## src/rtl/adc_xy_pixel_writer.sv

```systemverilog
// ADC X/Y beam sampler: scales raw samples to screen coordinates and queues framebuffer writes.
// Optional build macro ADC_XY_DEDUP_EN suppresses pushes identical to the last pushed entry.
`timescale 1ns/1ps
module adc_xy_pixel_writer #(
  parameter int ADC_DATA_WIDTH  = 10,
  parameter int H_VISIBLE       = 640,
  parameter int V_VISIBLE       = 480,
  parameter int COLOR_WIDTH     = 4,
  parameter int ADDR_WIDTH      = 19,
  parameter int DATA_WIDTH      = 16,
  parameter int FIFO_DEPTH_LOG2 = 2
) (
  input  logic                      clk,
  input  logic                      rst_n,
  input  logic                      en,
  input  logic [ADC_DATA_WIDTH-1:0] adc_x,
  input  logic [ADC_DATA_WIDTH-1:0] adc_y,
  input  logic                      adc_red,
  input  logic                      adc_grn,
  input  logic                      adc_blu,
  output logic                      wr_valid,
  input  logic                      wr_ready,
  output logic [ADDR_WIDTH-1:0]     wr_addr,
  output logic [DATA_WIDTH-1:0]     wr_data,
  output logic [15:0]               drop_cnt
);

  localparam int COL_W   = $clog2(H_VISIBLE);
  localparam int ROW_W   = $clog2(V_VISIBLE);
  localparam int XP_W    = ADC_DATA_WIDTH + COL_W;
  localparam int YP_W    = ADC_DATA_WIDTH + ROW_W;
  localparam int DEPTH   = 1 << FIFO_DEPTH_LOG2;
  localparam int CNT_W   = FIFO_DEPTH_LOG2 + 1;
  localparam int ENTRY_W = ADDR_WIDTH + DATA_WIDTH;

  // S1: raw capture
  logic                      r_s1_valid;
  logic [ADC_DATA_WIDTH-1:0] r_s1_x;
  logic [ADC_DATA_WIDTH-1:0] r_s1_y;
  logic [2:0]                r_s1_rgb;

  always_ff @(posedge clk or negedge rst_n) begin
    if (!rst_n) begin
      r_s1_valid <= 1'b0;
      r_s1_x     <= '0;
      r_s1_y     <= '0;
      r_s1_rgb   <= '0;
    end else begin
      r_s1_valid <= en;
      r_s1_x     <= adc_x;
      r_s1_y     <= adc_y;
      r_s1_rgb   <= {adc_red, adc_grn, adc_blu};
    end
  end

  // S2: scale to screen; the shift is the only truncation, so results stay in range
  logic [XP_W-1:0]  w_x_prod;
  logic [YP_W-1:0]  w_y_prod;
  logic [COL_W-1:0] w_col;
  logic [ROW_W-1:0] w_yv;
  logic [ROW_W-1:0] w_row;

  assign w_x_prod = XP_W'(r_s1_x) * XP_W'(H_VISIBLE);
  assign w_y_prod = YP_W'(r_s1_y) * YP_W'(V_VISIBLE);
  assign w_col    = COL_W'(w_x_prod >> ADC_DATA_WIDTH);
  assign w_yv     = ROW_W'(w_y_prod >> ADC_DATA_WIDTH);
  assign w_row    = ROW_W'(V_VISIBLE - 1) - w_yv;

  logic             r_s2_valid;
  logic [COL_W-1:0] r_s2_col;
  logic [ROW_W-1:0] r_s2_row;
  logic [2:0]       r_s2_rgb;

  always_ff @(posedge clk or negedge rst_n) begin
    if (!rst_n) begin
      r_s2_valid <= 1'b0;
      r_s2_col   <= '0;
      r_s2_row   <= '0;
      r_s2_rgb   <= '0;
    end else begin
      r_s2_valid <= r_s1_valid && (r_s1_rgb != 3'b000);
      r_s2_col   <= w_col;
      r_s2_row   <= w_row;
      r_s2_rgb   <= r_s1_rgb;
    end
  end

  // S3: linear address and replicated colour
  logic [ADDR_WIDTH-1:0]  w_addr;
  logic [DATA_WIDTH-1:0]  w_data;
  logic [COLOR_WIDTH-1:0] w_r;
  logic [COLOR_WIDTH-1:0] w_g;
  logic [COLOR_WIDTH-1:0] w_b;

  assign w_addr = ADDR_WIDTH'(r_s2_row) * ADDR_WIDTH'(H_VISIBLE) + ADDR_WIDTH'(r_s2_col);
  assign w_r    = {COLOR_WIDTH{r_s2_rgb[2]}};
  assign w_g    = {COLOR_WIDTH{r_s2_rgb[1]}};
  assign w_b    = {COLOR_WIDTH{r_s2_rgb[0]}};
  assign w_data = DATA_WIDTH'({w_r, w_g, w_b});

  logic                  r_s3_valid;
  logic [ADDR_WIDTH-1:0] r_s3_addr;
  logic [DATA_WIDTH-1:0] r_s3_data;

  always_ff @(posedge clk or negedge rst_n) begin
    if (!rst_n) begin
      r_s3_valid <= 1'b0;
      r_s3_addr  <= '0;
      r_s3_data  <= '0;
    end else begin
      r_s3_valid <= r_s2_valid;
      r_s3_addr  <= w_addr;
      r_s3_data  <= w_data;
    end
  end

  // Output FIFO, first-word fall-through
  logic [ENTRY_W-1:0]         r_mem [DEPTH];
  logic [FIFO_DEPTH_LOG2-1:0] r_wr_ptr;
  logic [FIFO_DEPTH_LOG2-1:0] r_rd_ptr;
  logic [CNT_W-1:0]           r_count;
  logic [15:0]                r_drop_cnt;
  logic                       w_dup;
  logic                       w_full;
  logic                       w_pop;
  logic                       w_push_req;
  logic                       w_push;
  logic                       w_drop;

`ifdef ADC_XY_DEDUP_EN
  logic               r_last_valid;
  logic [ENTRY_W-1:0] r_last;

  assign w_dup = r_last_valid && (r_last == {r_s3_addr, r_s3_data});

  always_ff @(posedge clk or negedge rst_n) begin
    if (!rst_n) begin
      r_last_valid <= 1'b0;
      r_last       <= '0;
    end else if (w_push) begin
      r_last_valid <= 1'b1;
      r_last       <= {r_s3_addr, r_s3_data};
    end
  end
`else
  assign w_dup = 1'b0;
`endif

  assign w_full     = (r_count == CNT_W'(DEPTH));
  assign w_pop      = wr_valid && wr_ready;
  assign w_push_req = r_s3_valid && !w_dup;
  // A pop in the same cycle frees the slot, so a full FIFO still accepts
  assign w_push     = w_push_req && (!w_full || w_pop);
  assign w_drop     = w_push_req && w_full && !w_pop;

  always_ff @(posedge clk) begin
    if (w_push) begin
      r_mem[r_wr_ptr] <= {r_s3_addr, r_s3_data};
    end
  end

  always_ff @(posedge clk or negedge rst_n) begin
    if (!rst_n) begin
      r_wr_ptr   <= '0;
      r_rd_ptr   <= '0;
      r_count    <= '0;
      r_drop_cnt <= '0;
    end else begin
      if (w_push) begin
        r_wr_ptr <= r_wr_ptr + 1'b1;
      end
      if (w_pop) begin
        r_rd_ptr <= r_rd_ptr + 1'b1;
      end
      case ({w_push, w_pop})
        2'b10:   r_count <= r_count + 1'b1;
        2'b01:   r_count <= r_count - 1'b1;
        default: r_count <= r_count;
      endcase
      if (w_drop && (r_drop_cnt != 16'hFFFF)) begin
        r_drop_cnt <= r_drop_cnt + 16'd1;
      end
    end
  end

  assign wr_valid = (r_count != '0);
  assign wr_addr  = wr_valid ? r_mem[r_rd_ptr][ENTRY_W-1:DATA_WIDTH] : '0;
  assign wr_data  = wr_valid ? r_mem[r_rd_ptr][DATA_WIDTH-1:0] : '0;
  assign drop_cnt = r_drop_cnt;

endmodule
```

## config.mk

```make
export PLATFORM = sky130hd
export DESIGN_NAME = adc_xy_pixel_writer
export DESIGN_NICKNAME = d
export VERILOG_FILES = /design/src/rtl/adc_xy_pixel_writer.sv
export SDC_FILE = /design/constraint.sdc
export NUM_CORES = 1
export LEC_CHECK = 0
export ABC_CLOCK_PERIOD_IN_PS = 4700
export CAP_MARGIN = 20
export CORE_MARGIN = 1
export CORE_UTILIZATION = 58
export CTS_BUF_LIST = sky130_fd_sc_hd__clkbuf_8
export DETAILED_ROUTE_END_ITERATION = 8
export PLACE_DENSITY = 0.79
export SETUP_SLACK_MARGIN = 0.2
export SLEW_MARGIN = 20
export SYNTH_ARGS = -nofsm -noshare
export SYNTH_HDL_FRONTEND = slang
export SYNTH_SLANG_ARGS = --single-unit
export TNS_END_PERCENT = 20
```

## constraint.sdc

```tcl
create_clock -name clk -period 4.7 [get_ports clk]
set_input_delay 0.47 -clock clk [delete_from_list [all_inputs] [get_ports clk]]
set_output_delay 0.47 -clock clk [all_outputs]
set_load 0.03 [all_outputs]
```

==> results.ini <==
[setup_path]
criticalPathCategory=reg2reg
required_ps=5080
crit_fanout=5
cp-end-kind=flip-flop
worst_ep_arrival_time_ps=4000
critPathLaunchType=flip-flop

[placement]
gp_congestion=0.840
pre_cts_ws_ps=1090
hpwl_mm=8.76
portBuffers=74

[clocking]
cts_root_buf=clkbuf_8
cts_tree=built
cts-resized-gates=0
clockBufferDepth=2
htreeDepth=4
clk_pin_slew_worst_paths_ps=90
cts_hold_buf=0
clock_latency_ps=460
numClockSinks=181
post_cts_buffers=0
cts_buffers=17

[logic_synthesis]
synthesis.area_um2=8340
ys_ff_latch=181
synth_edf_count=88
synth_cell_types=58
synth_commonest_cells=dfrtp_1 (93), edfxtp_1 (88), ha_1 (56)
ys_warn_count=0
synth_top_area_frac=0.317
async_flop_share=0.514
syn_inst=559
synth_area_per_cell_um2=14.9
synth_ff_type=dfrtp_1
synth_area_leader_cell=edfxtp_1
synthTopCellsByArea=edfxtp_1 (32%), dfrtp_1 (28%), ha_1 (8.4%), mux4_2 (5.9%), fa_1 (4.8%)
yosysMostFrequentCell=dfrtp_1
ys_seq_area_frac=0.596

[timing]
worstMarginPinSlew_ps=1080
setup-tns-final_ps=0
timing.final.ws_setup_ps=1080
hold_viol_final=0
period_minus_slack_ps=3620
finalCritPeriodShare=0.770
rsz0062_at_grt=no
fmaxAchievable_ghz=0.276
setup_violations=0
relSlewSlack=0.278
maxSlewViolCount=0
skew_ps=15.4

[die]
start_util=0.598
num_io_pins=79
fp.dieW_um=122
die_y_um=122
dieArea_um2=14900
coreArea_um2=13900
rows=43

[status]
status=complete, no violations

[routing]
drt-pass1-iter-count=4
vias=4384
vias_per_cell=5.29
wl_mm=12.7
ant_nets=0
drc=0
drtIter0Drc=251
wl_per_cell_um=15.3

[hold_path]
hold_path.class=in2async

[power]
p_leak_nw=3.95
vdd_drop_max_uv=257
power_per_cell_area_nw_per_um2=644

[layout]
area_growth_pct=15.4
diodes=0
drive_gt1_frac=0.116
fin_nets=739

[global_route]
antenna_found_initial=0
grt_usage=0.197
grt_pass1_vias=4615
grt-ovfl-total=0
grt_pass1_wl_mm=21.8
grt_max_degree=63

[flow_run]
maxCapViolations=0

[routing by layer]
| metal | global-route usage | share of wire | vias up |
|---|---|---|---|
| li1 | - | - | 2112 |
| met1 | 0.251 | 0.45 | 2181 |
| met2 | 0.328 | 0.51 | 72 |
| met3 | 0.0440 | 0.028 | 19 |
| met4 | 0.0810 | 0.018 | 0 |
| met5 | 0 | 0 | - |
[stage by stage]
stage                     cells  utilization  power [W]  hold WS (ps)  cell area (um^2)
after floorplan             562            -    0.00439           174              8350
after global placement      797        0.660    0.00507           335              9200
after detailed placement    797        0.660    0.00515           335              9200
after CTS                   829        0.690    0.00626           101              9620
after global routing        829        0.690    0.00664           148              9620
final                       829        0.690    0.00619          94.4              9620
[worst paths after layout]
check                                      start                      end  slack [ps]  cells past startpoint
min                                        rst_n  drop_cnt[5]$_DFFE_PN0P_          90                      1
min reg2reg                r_s2_col[6]$_DFF_PN0_   r_s3_addr[6]$_DFF_PN0_         350                      0
max in group asynchronous                  rst_n  r_s3_addr[16]$_DFF_PN0_        3690                      2
min in group clk           r_s2_col[6]$_DFF_PN0_   r_s3_addr[6]$_DFF_PN0_         350                      0
max reg2reg                  r_s1_y[4]$_DFF_PN0_    r_s2_row[7]$_DFF_PN0_        1080                     13
max                          r_s1_y[4]$_DFF_PN0_    r_s2_row[7]$_DFF_PN0_        1080                     13
[cell type report]
class / instances / area [um^2]
timing repair buffer: 76 / 753
fill: 909 / 4310
clock inverter: 14 / 170
clock buffer: 18 / 248
inverter: 51 / 191
sequential: 181 / 4970
multi-input combinational: 309 / 3060
tap: 180 / 225
[flip-flops by register name, indices dropped and copies added, names as in the netlist, 3 cells and up]
| name | flops |
|---|---|
| r_mem | 88 |
| r_s3_addr | 19 |
| drop_cnt | 16 |
| r_s1_x | 10 |
| r_s1_y | 10 |
| r_s2_col | 10 |
| r_s2_row | 9 |
| r_count | 3 |
| r_s1_rgb | 3 |
| r_s2_rgb | 3 |
| r_s3_data | 3 |
[layout by cell type (no fill, tap or decap), types with 4 or more instances in the layout]
cell,n
a21o_1,4
a21oi_1,20
and2_1,26
and2_2,6
clkbuf_8,18
clkdlybuf4s50_1,73
clkinv_2,4
conb_1,4
dfrtp_1,93
edfxtp_1,88
fa_1,20
ha_1,56
inv_1,51
mux4_2,22
nand2_1,13
nand3_1,10
nand4_1,4
nor2_1,14
nor2b_1,5
o21ai_0,11
o21bai_1,4
xnor2_1,30
xor2_1,17
[report_power, final]
group	switching, W	internal (W)
clock	0.000542	0.000545
sequential	0.000249	0.00211
combinational	0.00148	0.00126
[critical path, stage by stage, from the launching register on]
cell	delay (ps)
dfrtp_1	360
inv_1	190
fa_1	490
fa_1	530
inv_1	50
ha_1	350
a21oi_1	320
o21ai_1	210
a211oi_4	350
nor2_1	90
nor2_1	120
ha_1	170
xor2_1	180
xnor2_1	140
[kinds of logic after synthesis]
logic type | count (synthesis) | synth area share
and+or+nand+nor | 100 | 0.0716
other | 1 | 0.000450
muxes | 24 | 0.0620
buffers and inverters | 72 | 0.0386
xor gates and xnor gates | 47 | 0.0494
AOI/OAI and AO/OA | 58 | 0.0500
adders and majority gates | 76 | 0.132
DFF | 181 | 0.596
(Power assumes the default switching activity.)
==> variant: new RTL, same flow settings <==
Take the reset off `r_s3_addr` and `r_s3_data` and load them in a clocked block of their own.
--- a/src/rtl/adc_xy_pixel_writer.sv
+++ b/src/rtl/adc_xy_pixel_writer.sv
@@ -106,11 +106,12 @@
     if (!rst_n) begin
       r_s3_valid <= 1'b0;
-      r_s3_addr  <= '0;
-      r_s3_data  <= '0;
     end else begin
       r_s3_valid <= r_s2_valid;
-      r_s3_addr  <= w_addr;
-      r_s3_data  <= w_data;
     end
+  end
+
+  always_ff @(posedge clk) begin
+    r_s3_addr <= w_addr;
+    r_s3_data <= w_data;
   end
 
Function: same outputs for any inputs over 4 cycles, from zero or initial values and one cycle with rst_n low; that may be too few to reach the edited logic, so the function may still have changed.
==> variant against the original RTL <==
Routed wire length shrank 0.85%. Design area decreased by 1.2%. Setup slack improved by 60 ps. Critical path depth is 1 lower. Synthesized area shrank 1.3%. Die area is 1.3% lower. Sequential cell count unchanged. Hold slack lost 19 ps. Total power fell by 0.33%. Critical path type unchanged. Largest power group unchanged.
==> variant: results (changes against the original RTL) <==
status=finished, final reports clean (unchanged); Reg2Reg Launch Point=r_s1_y[3] (was r_s1_y[4]); Post-synth EDFFs=88 (unchanged); share of cells above drive strength 1=11.4% (was 11.6%); gpl congestion=0.805 (was 0.840); Reg2Reg Setup Slack=1140 ps (was 1080 ps); worst-skew pair later-pin latency=440 ps (was 460 ps); CP max FO=5 (unchanged); register share of total power=37.7% (was 38.1%); Setup crit end=r_s2_row[7] (unchanged); multiplexer share of the synthesized area=6.28% (was 6.20%); final WL=12.6 mm (was 12.7 mm); largest net degree at the start of global routing=40 (was 63); vias in the first global route=4588 (was 4615); Compound-Gate Fraction of Synth Area=5.06% (was 5.00%); DRT iter0 DRCs=246 (was 251); leakage dissipation=3.88 nW (was 3.95 nW); clock buffer depth=2 (unchanged); Synth cell types=59 (was 58); cell accounting for the most synthesized area=edfxtp_1 (unchanged); most flop-heavy register=r_mem (unchanged); clock group share of total power=17.2% (was 17.6%); Period minus WS final=3560 ps (was 3620 ps); placed cell areas=0.00909 mm^2 (was 0.00920 mm^2); fin cells=829 (unchanged); CP arrival=3880 ps (was 4000 ps); max reg flops=88 (unchanged); cell family with most CP delay=adder cells (unchanged); first-pass GRT wire length=21.5 mm (was 21.8 mm); Max IR drop VDD=296 uV (was 257 uV); Post-synth top cells=edfxtp_1, dfrtp_1, ha_1 (was dfrtp_1, edfxtp_1, ha_1); Worst Reg2Reg Path Length in Cells=12 (was 13); initial antenna violation count=0 (unchanged); adder-cell share of the synthesized area=13.4% (was 13.2%); yosys warns=0 (unchanged); Worst path max stage delay=510 ps (was 530 ps); Min-Delay Path Class=input pin to async pin (unchanged); Slew HR=26.8% (was 27.8%); sequential fraction of the synthesis area=59.1% (was 59.6%); Sw Pwr=2.26 mW (was 2.27 mW); Worst Hold Slack=75.1 ps (was 94.4 ps); Clock Skews=11.7 ps (was 15.4 ps); post-DP HPWL=8.90 mm (was 8.76 mm); pre-CTS WS=1150 ps (was 1090 ps); vias per cell=5.29 (about the same); Synth area leaders=edfxtp_1, dfrtp_1, ha_1 (unchanged); Async SR Flop Fraction=39.2% (was 51.4%); Synth Area per Inst=14.7 um^2 (was 14.9 um^2); GRT Overall Usage=19.2% (was 19.7%); ant diodes=0 (unchanged); layout filler cell count=933 (was 909); XOR/XNOR Fraction of Synth Area=5.00% (was 4.94%)
variant: layout make-up:
type | instances | area (um^2) | share of cell area (%)
Clock buffer | 21 | 289 | 3.04
Clock inverter | 11 | 123 | 1.29
Inverter | 51 | 191 | 2.01
Multi-Input combinational cell | 309 | 3060 | 32.2
Sequential cell | 181 | 4860 | 51.1
Tap cell | 180 | 225 | 2.37
Timing Repair Buffer | 76 | 751 | 7.90
variant: cell families after synthesis:
kind of cell,after synthesis
adders and majority gates,76
buffers and inverters,72
and+or+nand+nor,100
xor gates and xnor gates,47
muxes,24
AOI/OAI and AO/OA,58
DFF,181
other,1
variant: routing by layer:
metal | vias to the layer above | part of all wire [%] | track usage (%)
met5 | - | 0 | 0
li1 | 2103 | - | -
met1 | 2200 | 43 | 24.2
met4 | 0 | 1.7 | 6.94
met2 | 64 | 53 | 33.2
met3 | 18 | 2.5 | 3.67
